$ cat config.mk
export PLATFORM = sky130hd
export DESIGN_NAME = edge_event_arbiter
export DESIGN_NICKNAME = d
export VERILOG_FILES = /design/src/rtl/edge_pkg.sv /design/src/rtl/edge_pend_counter.sv /design/src/rtl/edge_event_arbiter.sv
export SDC_FILE = /design/constraint.sdc
export NUM_CORES = 1
export LEC_CHECK = 0
export BUFFER_PORTS_ARGS = -buffer_cell sky130_fd_sc_hd__buf_2
export CORE_MARGIN = 4
export CORE_UTILIZATION = 43
export DETAILED_ROUTE_END_ITERATION = 8
export PLACE_DENSITY_LB_ADDON = 0.2
export SETUP_SLACK_MARGIN = 0.4
export SYNTH_ARGS = -nofsm -noshare
export SYNTH_HDL_FRONTEND = slang
export SYNTH_HIERARCHICAL = 1
export SYNTH_SLANG_ARGS = --single-unit
$ cat constraint.sdc
create_clock -name clk -period 5.45 [get_ports clk]
set_input_delay 1.635 -clock clk [delete_from_list [all_inputs] [get_ports clk]]
set_output_delay 1.635 -clock clk [all_outputs]
set_load 0.1 [all_outputs]
$ cat src/rtl/edge_pkg.sv
// Shared types, default sizes and the round-robin pick helper for edge_event_arbiter.
package edge_pkg;

  typedef enum logic [0:0] {
    IDLE  = 1'b0,
    GRANT = 1'b1
  } state_e;

  localparam int DEF_N     = 2;
  localparam int DEF_CNT_W = 3;
  // Upper bound on channel count accepted by rr_next.
  localparam int MAX_N     = 32;

  // First requesting channel strictly after ptr, wrapping from n-1 to 0.
  // When nothing requests, ptr is returned unchanged.
  function automatic int unsigned rr_next(input logic [MAX_N-1:0] req,
                                          input int unsigned      n,
                                          input int unsigned      ptr);
    int unsigned res;
    logic        found;
    res   = ptr;
    found = 1'b0;
    for (int unsigned j = 0; j < MAX_N; j++) begin
      if (!found && j > ptr && j < n && req[j]) begin
        res   = j;
        found = 1'b1;
      end
    end
    for (int unsigned j = 0; j < MAX_N; j++) begin
      if (!found && j <= ptr && j < n && req[j]) begin
        res   = j;
        found = 1'b1;
      end
    end
    return res;
  endfunction

endpackage

$ cat src/rtl/edge_pend_counter.sv
// One channel: rising-edge detect, saturating pending-event counter and sticky overflow flag.
module edge_pend_counter
  import edge_pkg::*;
#(
  parameter int CNT_W = DEF_CNT_W
) (
  input  logic clk,
  input  logic rst,
  input  logic in_i,
  input  logic dec_i,
  input  logic clr_ovf_i,
  output logic nz_o,
  output logic nz_d_o,
  output logic ovf_o
);

  localparam logic [CNT_W-1:0] CNT_MAX = '1;

  logic             prev_q, prev_d;
  logic [CNT_W-1:0] pend_q, pend_d;
  logic             ovf_q, ovf_d;
  logic             edge_det;

  // Edge detect and counter/flag next state; a saturated edge sets overflow even during a clear.
  always_comb begin
    edge_det = in_i & ~prev_q;
    prev_d   = in_i;
    pend_d   = pend_q;
    ovf_d    = clr_ovf_i ? 1'b0 : ovf_q;
    if (edge_det && !dec_i) begin
      if (pend_q == CNT_MAX) begin
        ovf_d = 1'b1;
      end else begin
        pend_d = pend_q + CNT_W'(1);
      end
    end else if (!edge_det && dec_i && pend_q != '0) begin
      pend_d = pend_q - CNT_W'(1);
    end
  end

  // Channel state registers, cleared asynchronously by reset.
  always_ff @(posedge clk or negedge rst) begin
    if (!rst) begin
      prev_q <= 1'b0;
      pend_q <= '0;
      ovf_q  <= 1'b0;
    end else begin
      prev_q <= prev_d;
      pend_q <= pend_d;
      ovf_q  <= ovf_d;
    end
  end

  assign nz_o   = (pend_q != '0);
  assign nz_d_o = (pend_d != '0);
  assign ovf_o  = ovf_q;

endmodule

$ cat src/rtl/edge_event_arbiter.sv
// Per-channel edge queues feeding a round-robin grant/ack arbiter for one shared handler.
module edge_event_arbiter
  import edge_pkg::*;
#(
  parameter int N     = DEF_N,
  parameter int CNT_W = DEF_CNT_W,
  parameter int ID_W  = $clog2(N)
) (
  input  logic            clk,
  input  logic            rst,
  input  logic [N-1:0]    entrada,
  input  logic            ack,
  input  logic            clr_overflow,
  output logic            grant_valid,
  output logic [N-1:0]    grant,
  output logic [ID_W-1:0] grant_id,
  output logic            pending_any,
  output logic [N-1:0]    overflow
);

  state_e          state_q, state_d;
  logic [ID_W-1:0] rr_ptr_q, rr_ptr_d;
  logic [N-1:0]    grant_q, grant_d;
  logic [ID_W-1:0] grant_id_q, grant_id_d;
  logic            grant_valid_q, grant_valid_d;
  logic            pending_any_q;

  logic [N-1:0]    req;
  logic [N-1:0]    pend_nz_d;
  logic [N-1:0]    dec;
  int unsigned     sel;

  // Only an acknowledged, outstanding grant consumes a pending event.
  assign dec = grant_q & {N{grant_valid_q & ack}};

  for (genvar g = 0; g < N; g++) begin : g_ch
    edge_pend_counter #(
      .CNT_W(CNT_W)
    ) u_cnt (
      .clk      (clk),
      .rst      (rst),
      .in_i     (entrada[g]),
      .dec_i    (dec[g]),
      .clr_ovf_i(clr_overflow),
      .nz_o     (req[g]),
      .nz_d_o   (pend_nz_d[g]),
      .ovf_o    (overflow[g])
    );
  end

  // Grant FSM: decide from registered counts in IDLE, hold in GRANT until ack.
  always_comb begin
    state_d       = state_q;
    rr_ptr_d      = rr_ptr_q;
    grant_d       = grant_q;
    grant_id_d    = grant_id_q;
    grant_valid_d = grant_valid_q;
    sel           = rr_next(MAX_N'(req), N, 32'(rr_ptr_q));
    case (state_q)
      IDLE: begin
        if (|req) begin
          state_d       = GRANT;
          grant_valid_d = 1'b1;
          grant_id_d    = ID_W'(sel);
          grant_d       = N'(1) << grant_id_d;
          rr_ptr_d      = grant_id_d;
        end
      end
      GRANT: begin
        if (ack) begin
          state_d       = IDLE;
          grant_valid_d = 1'b0;
          grant_d       = '0;
          grant_id_d    = '0;
        end
      end
      default: begin
        state_d       = IDLE;
        grant_valid_d = 1'b0;
        grant_d       = '0;
        grant_id_d    = '0;
      end
    endcase
  end

  // Arbiter registers; pending_any tracks the counters' next state so it lines up with them.
  always_ff @(posedge clk or negedge rst) begin
    if (!rst) begin
      state_q       <= IDLE;
      rr_ptr_q      <= ID_W'(N - 1);
      grant_q       <= '0;
      grant_id_q    <= '0;
      grant_valid_q <= 1'b0;
      pending_any_q <= 1'b0;
    end else begin
      state_q       <= state_d;
      rr_ptr_q      <= rr_ptr_d;
      grant_q       <= grant_d;
      grant_id_q    <= grant_id_d;
      grant_valid_q <= grant_valid_d;
      pending_any_q <= |pend_nz_d;
    end
  end

  assign grant_valid = grant_valid_q;
  assign grant       = grant_q;
  assign grant_id    = grant_id_q;
  assign pending_any = pending_any_q;

endmodule

==> load_flow_metrics.sql, run 1 <==
INSERT INTO impl_metrics (metric_group, metric, value, unit) VALUES
('floorplan', 'die_h', '57.6', 'um'),
('placed_design', 'numPortBuffers', '12', ''),
('grt', 'grt_overflow', '0', ''),
('cells_and_area', 'num-nets-final', '128', ''),
('critical_path', 'setup.worst_path.class', 'input pin to flop', ''),
('logic_synthesis', 'syn_inst', '104', ''),
('sta', 'setup_repair_after_global_routing_missed_its_margin', 'false', ''),
('cts', 'clock_sink_count', '16', ''),
('critical_path', 'worstReg2RegEnd', 'pending_any', ''),
('floorplan', 'placementRows', '17', ''),
('grt', 'grt_max_degree', '17', ''),
('logic_synthesis', 'synth_flop_cell', 'dfrtp_1', ''),
('cts', 'cts_hold_buffers', '0', ''),
('sta', 'fin_hold_ws', '0.535', 'ns'),
('logic_synthesis', 'synth.top_cells.by_area', 'dfrtp_1, ha_1, nand2b_4', ''),
('sta', 'final.period_utilization', '0.621', ''),
('min_path', 'timing.hold.worst.class', 'flop to flop', ''),
('cts', 'maximum_count_of_clock_buffers_along_a_single_path', '2', ''),
('critical_path', 'regToRegSetupSlack', '2.91', 'ns'),
('power', 'leakage', '0.000508', 'uW'),
('logic_synthesis', 'synth_sequential_area_ratio', '0.380', ''),
('detailed_routing', 'avgRoutedWirePerCell', '14.0', 'um'),
('placed_design', 'detailed_place_hpwl', '1540', 'um'),
('cts', 'insertion_delay', '0.29', 'ns'),
('critical_path', 'worstPathCellList', 'buf_2 > and3_1 > inv_1 > a211oi_1 > or4_4 > or4b_4 > or2_2', ''),
('critical_path', 'worstPathArrival', '3.56', 'ns'),
('logic_synthesis', 'synth.yosys.warnings', '6', ''),
('critical_path', 'crit_cells', '7', ''),
('sta', 'timing.final.max_slew_violations', '0', ''),
('critical_path', 'crit_path_end_kind', 'flop', ''),
('critical_path', 'reg2reg_depth', '7', ''),
('logic_synthesis', 'average_cell_area_after_synthesis', '10.2', 'um^2'),
('critical_path', 'startpoint_class', 'input pin', ''),
('sta', 'final-setup-viol-count', '0', ''),
('logic_synthesis', 'synth_top_cell_area_share', '0.355', ''),
('floorplan', 'core_area', '2280', 'um^2'),
('critical_path', 'crit_path_max_incr_delay', '0.54', 'ns'),
('cts', 'clock_tree.root_cell', 'clkbuf_4', ''),
('power', 'total_power', '503', 'uW'),
('cells_and_area', 'filler_cell_count', '215', ''),
('cts', 'clkSlewWorstSetupHoldPaths', '0.09', 'ns'),
('logic_synthesis', 'ys_ff_latch', '16', ''),
('detailed_routing', 'ant_nets', '0', ''),
('logic_synthesis', 'synthDistinctLibCells', '36', ''),
('detailed_routing', 'drcViolationCount', '0', ''),
('critical_path', 'crit_family', 'simple AND/OR/NAND/NOR gates', ''),
('power', 'cellPowerDensity', '438', 'nW/um^2'),
('logic_synthesis', 'synth_top_cells_by_count', 'dfrtp_1, inv_1, a211oi_1, ha_1', ''),
('cells_and_area', 'multi_input_combinational_cell_area', '582', 'um^2'),
('logic_synthesis', 'synth_area_leader_cell', 'dfrtp_1', ''),
('sta', 'clock-skew-final', '0.00308', 'ns'),
('critical_path', 'slowest_stage_cell_crit_path', 'or4_4', ''),
('floorplan', 'start_util', '0.465', ''),
('grt', 'antenna_found_initial', '0', ''),
('cts', 'cts_setup_buffers', '0', ''),
('sta', 'maxSlewHeadroom', '0.678', ''),
('cells_and_area', 'antenna_cells_inserted', '0', ''),
('critical_path', 'critical_path.startpoint', 'ack', ''),
('placed_design', 'gpl.final_weighted_congestion', '0.808', ''),
('sta', 'finalCriticalPeriod', '3.38', 'ns'),
('cts', 'cts_tree', 'yes', ''),
('cells_and_area', 'regArea', '402', 'um^2'),
('critical_path', 'endpoint', 'pending_any', ''),
('outcome', 'outcome', 'finished, final reports clean', ''),
('floorplan', 'io_pins', '13', ''),
('detailed_routing', 'first_pass_iters', '4', ''),
('cts', 'cts-buffers-inserted', '3', ''),
('sta', 'achievable-frequency', '296', 'MHz'),
('cells_and_area', 'layout-drive-gt1-share', '0.296', ''),
('detailed_routing', 'dr_total_vias', '830', ''),
('sta', 'final-hold-violation-count', '0', '');
[sequential cells by signal, indices dropped and copies added, names as in the netlist]
signal	count
grant_valid	1
g_ch.u_cnt/ovf_o	2
g_ch.u_cnt/prev_q	2
grant	1
pending_any	1
state_q	1
g_ch.u_cnt/pend_q	6
rr_ptr_q	1
grant_id	1
[logic make-up (layout without fill, tap and decap cells)]
| family | count (synthesis) | after routing | share of synthesized area |
|---|---|---|---|
| buf+inv | 14 | 25 | 0.0698 |
| simple gates | 37 | 37 | 0.265 |
| fa+ha+maj | 6 | 6 | 0.0710 |
| compound gates | 31 | 31 | 0.214 |
| flops | 16 | 16 | 0.380 |
[stage by stage]
| step | instance area [um^2] | std cells | setup slack (ns) |
|---|---|---|---|
| after floorplan | 1060 | 104 | 1.96 |
| after global placement | 1110 | 139 | 1.79 |
| after detailed placement | 1110 | 139 | 1.78 |
| after CTS | 1150 | 143 | 2.09 |
| after global routing | 1150 | 143 | 2.03 |
| final | 1150 | 143 | 2.07 |
[worst min-delay path by stage]
stage	to	slack (ns)	cells past startpoint	startpoint
after floorplan	rr_ptr_q	0.52	1	rr_ptr_q
after global placement	g_ch[1].u_cnt/ovf_o	0.52	2	g_ch[1].u_cnt/ovf_o
after detailed placement	rr_ptr_q	0.53	1	rr_ptr_q
after CTS	rr_ptr_q	0.54	1	rr_ptr_q
after global routing	rr_ptr_q	0.56	1	rr_ptr_q
final	g_ch[0].u_cnt/ovf_o	0.53	2	g_ch[0].u_cnt/ovf_o
[worst min-delay path: cells and delay by family, from the launching register on]
family                 cells  cell delay [ns]
AOI/OAI and AO/OA          1             0.07
buffers and inverters      1             0.05
DFF                        1             0.38
[metal layers]
layer | share of wire | track usage | vias up
li1 | - | - | 408
met1 | 0.49 | 0.170 | 398
met2 | 0.44 | 0.205 | 22
met3 | 0.064 | 0.0498 | 2
met4 | 0.0055 | 0.0298 | 0
met5 | 0 | 0 | -
[placed cells by master, fill, tap and decap left out, types with 3 or more instances in the layout]
cell      instances
a211oi_1          6
a21oi_1           5
buf_2            12
clkbuf_4          3
dfrtp_1          15
ha_1              6
inv_1             9
nand2_1           4
nand2b_4          4
nor2_1            5
nor2b_1           3
o21ai_0           4
[report_power, final]
part / internal (uW) / switching [uW]
Sequential: 146 / 24.9
Combinational: 88.6 / 165
Clock: 40.7 / 38.0
Total: 275 / 228
[layout make-up]
type / count / area share
tap: 28 / 0.0305
inverter: 9 / 0.0294
timing repair buffer: 12 / 0.0523
clock buffer: 4 / 0.0316
sequential: 16 / 0.350
multi-input combinational: 74 / 0.507
Power figures use the tool's default switching activity.
==> inputs of run 2 (changes only) <==
Clock period 5.45 ns to 3 ns, I/O delays scaled along.
==> run 2 against run 1 <==
Clock power is 51% higher. Combinational power is 87% higher. Via count is 1.2% higher. Global-route usage is 0.96 points higher. Register-to-register slack worse by 2.4 ns. Critical endpoint unchanged. Non-clock buffer count stayed put.
==> load_flow_metrics.sql, run 2 (synthesis results as in run 1) <==
INSERT INTO impl_metrics (metric_group, metric, value, unit) VALUES
('detailed_routing', 'wl_met2', '1020', 'um'),
('detailed_routing', 'ant_nets', '0', ''),
('cells_and_area', 'syn2layout_area_growth', '9.59', '%'),
('power', 'total_switching_power', '420', 'uW'),
('cells_and_area', 'largest_register_ff_count', '6', ''),
('grt', 'number_of_global_route_vias_before_repair', '826', ''),
('cells_and_area', 'num-nets-final', '128', ''),
('sta', 'clock-skew-final', '0.0167', 'ns'),
('floorplan', 'start_util', '0.465', ''),
('power', 'power.internal', '483', 'uW'),
('cts', 'maximum_count_of_clock_buffers_along_a_single_path', '2', ''),
('floorplan', 'floorplan.die.width', '57.6', 'um'),
('sta', 'fin_setup_tns', '0', 'ns'),
('critical_path', 'regToRegSetupSlack', '0.53', 'ns'),
('cells_and_area', 'antenna_cells_inserted', '0', ''),
('cts', 'post_cts_resized', '0', ''),
('detailed_routing', 'violation_count_after_the_first_detailed_route_iteration', '9', ''),
('grt', 'global_route_wire_length_before_repair', '3660', 'um'),
('sta', 'final-setup-viol-count', '0', ''),
('detailed_routing', 'route.top_layer_used', 'met4', ''),
('placed_design', 'detailed_place_hpwl', '1530', 'um'),
('detailed_routing', 'drcViolationCount', '0', ''),
('critical_path', 'slowest_stage_cell_crit_path', 'or4_4', ''),
('power', 'seq_power_share', '0.343', ''),
('cts', 'clkSlewWorstSetupHoldPaths', '0.10', 'ns'),
('outcome', 'outcome', 'finished, final reports clean', ''),
('sta', 'finalCriticalPeriod', '2.50', 'ns'),
('cells_and_area', 'layout-drive-gt1-share', '0.357', ''),
('power', 'cellPowerDensity', '779', 'nW/um^2'),
('cells_and_area', 'mostFrequentLayoutCells', 'dfrtp_1, buf_2, inv_1', ''),
('power', 'leakage', '0.000499', 'uW'),
('critical_path', 'worstPathArrival', '2.69', 'ns'),
('job', 'maxCapViolations', '0', ''),
('critical_path', 'critical_path_required', '3.19', 'ns'),
('cts', 'cts_hold_buffers', '0', ''),
('detailed_routing', 'avgRoutedWirePerCell', '14.6', 'um'),
('detailed_routing', 'vias_per_cell', '5.87', ''),
('critical_path', 'crit_path_end_kind', 'flop', ''),
('cts', 'cts_setup_buffers', '0', ''),
('grt', 'grt_overflow', '0', ''),
('grt', 'antenna_found_initial', '0', ''),
('detailed_routing', 'wl_met3', '118', 'um'),
('cts', 'clock_sink_count', '16', ''),
('detailed_routing', 'wl_met1', '947', 'um'),
('grt', 'grt_util_all_layers', '0.140', ''),
('sta', 'max_slew.worst_pin.slew', '0.489', 'ns'),
('cells_and_area', 'finalCoreUtilization', '0.509', ''),
('floorplan', 'placementRows', '17', ''),
('cts', 'cts_tree', 'yes', ''),
('cells_and_area', 'largest_register', 'g_ch.u_cnt/pend_q', ''),
('power', 'pwr-share-clk', '0.132', ''),
('placed_design', 'numPortBuffers', '12', ''),
('critical_path', 'crit_path_max_incr_delay', '0.53', 'ns'),
('min_path', 'timing.hold.worst.class', 'input pin to async pin', ''),
('cts', 'cts-buffers-inserted', '3', ''),
('cts', 'insertion_delay', '0.29', 'ns'),
('sta', 'setup_repair_after_global_routing_missed_its_margin', 'false', ''),
('floorplan', 'die_h', '57.6', 'um'),
('sta', 'final.period_utilization', '0.832', ''),
('critical_path', 'startpoint_class', 'input pin', ''),
('sta', 'achievable-frequency', '401', 'MHz'),
('grt', 'grt_max_degree', '17', ''),
('sta', 'fin_hold_ws', '0.502', 'ns'),
('critical_path', 'worstPathCellList', 'buf_2 > and3_2 > inv_2 > a211oi_1 > or4_4 > or4b_4 > or2_4', ''),
('placed_design', 'gpl.final_weighted_congestion', '0.847', ''),
('detailed_routing', 'wirelength', '2090', 'um'),
('floorplan', 'floorplan.die_area', '3320', 'um^2'),
('sta', 'final-hold-violation-count', '0', ''),
('floorplan', 'core_area', '2280', 'um^2'),
('power', 'combPwrFrac', '0.525', ''),
('detailed_routing', 'dr_total_vias', '840', ''),
('critical_path', 'critPathMaxFanout', '10', ''),
('sta', 'maxSlewHeadroom', '0.676', ''),
('floorplan', 'io_pins', '13', ''),
('cts', 'cts.htree.levels', '1', ''),
('power', 'vdd_drop_max', '0.396', 'mV'),
('detailed_routing', 'first_pass_iters', '4', ''),
('cts', 'clock_tree.root_cell', 'clkbuf_4', ''),
('power', 'netSwitchingFraction', '0.465', ''),
('critical_path', 'setup.worst_path.class', 'input pin to flop', ''),
('sta', 'timing.final.max_slew_violations', '0', '');
-- run 2: cell types whose count changed in the layout (fill, tap and decap cells not counted), moves of 2 or more --
cell | previous run | this run
dfrtp_1 | 15 | 12
and3_1 | 2 | 0
dfrtp_2 | 0 | 3
inv_1 | 9 | 7
-- run 2: path summary, 6_finish.rpt --
check | start | to | depth (start not counted)
max | ack | pending_any | 7
min | rst | g_ch[1].u_cnt/pend_q[0] | 1
max reg2reg | g_ch[0].u_cnt/pend_q[0] | pending_any | 7
min reg2reg | g_ch[0].u_cnt/ovf_o | g_ch[0].u_cnt/ovf_o | 2
max in group asynchronous | rst | rr_ptr_q | 1
min in group clk | g_ch[0].u_cnt/ovf_o | g_ch[0].u_cnt/ovf_o | 2
-- run 2: layout make-up --
| type | instances | area, um^2 |
|---|---|---|
| Multi-Input combinational cell | 74 | 596 |
| Fill cell | 204 | 1120 |
| Clock buffer | 4 | 26.3 |
| Sequential cell | 16 | 405 |
| Timing Repair Buffer | 12 | 60.1 |
| Tap cell | 28 | 35.0 |
| Inverter | 9 | 36.3 |
-- run 2: power by group through the flow --
stage                     logic, uW  clock network, uW  registers [uW]
after floorplan                 300                  0             401
after global placement          458                  0             312
after detailed placement        465                  0             314
after CTS                       472                125             309
after global routing            517                134             317
final                           474                119             309
-- run 2: metrics by stage --
step / std cells / power [uW] / worst slack [ns] / instance area [um^2]
2_1_floorplan: 104 / 701 / 0.349 / 1090
3_3_place_gp: 139 / 771 / 0.175 / 1130
3_5_place_dp: 139 / 779 / 0.158 / 1130
4_1_cts: 143 / 907 / 0.443 / 1160
5_1_grt: 143 / 968 / 0.403 / 1160
6_report: 143 / 903 / 0.505 / 1160
-- run 2: worst max-delay path, delay by kind of cell --
kind                   cells  cell delay [ns]
AO/OA/AOI/OAI              1             0.05
buffers and inverters      2             0.21
AND/OR/NAND/NOR            4             1.53
-- run 2: routing by layer --
metal,vias up,GRT usage
met5,-,0
met3,2,0.0452
li1,406,-
met2,24,0.227
met4,0,0.0397
met1,408,0.178
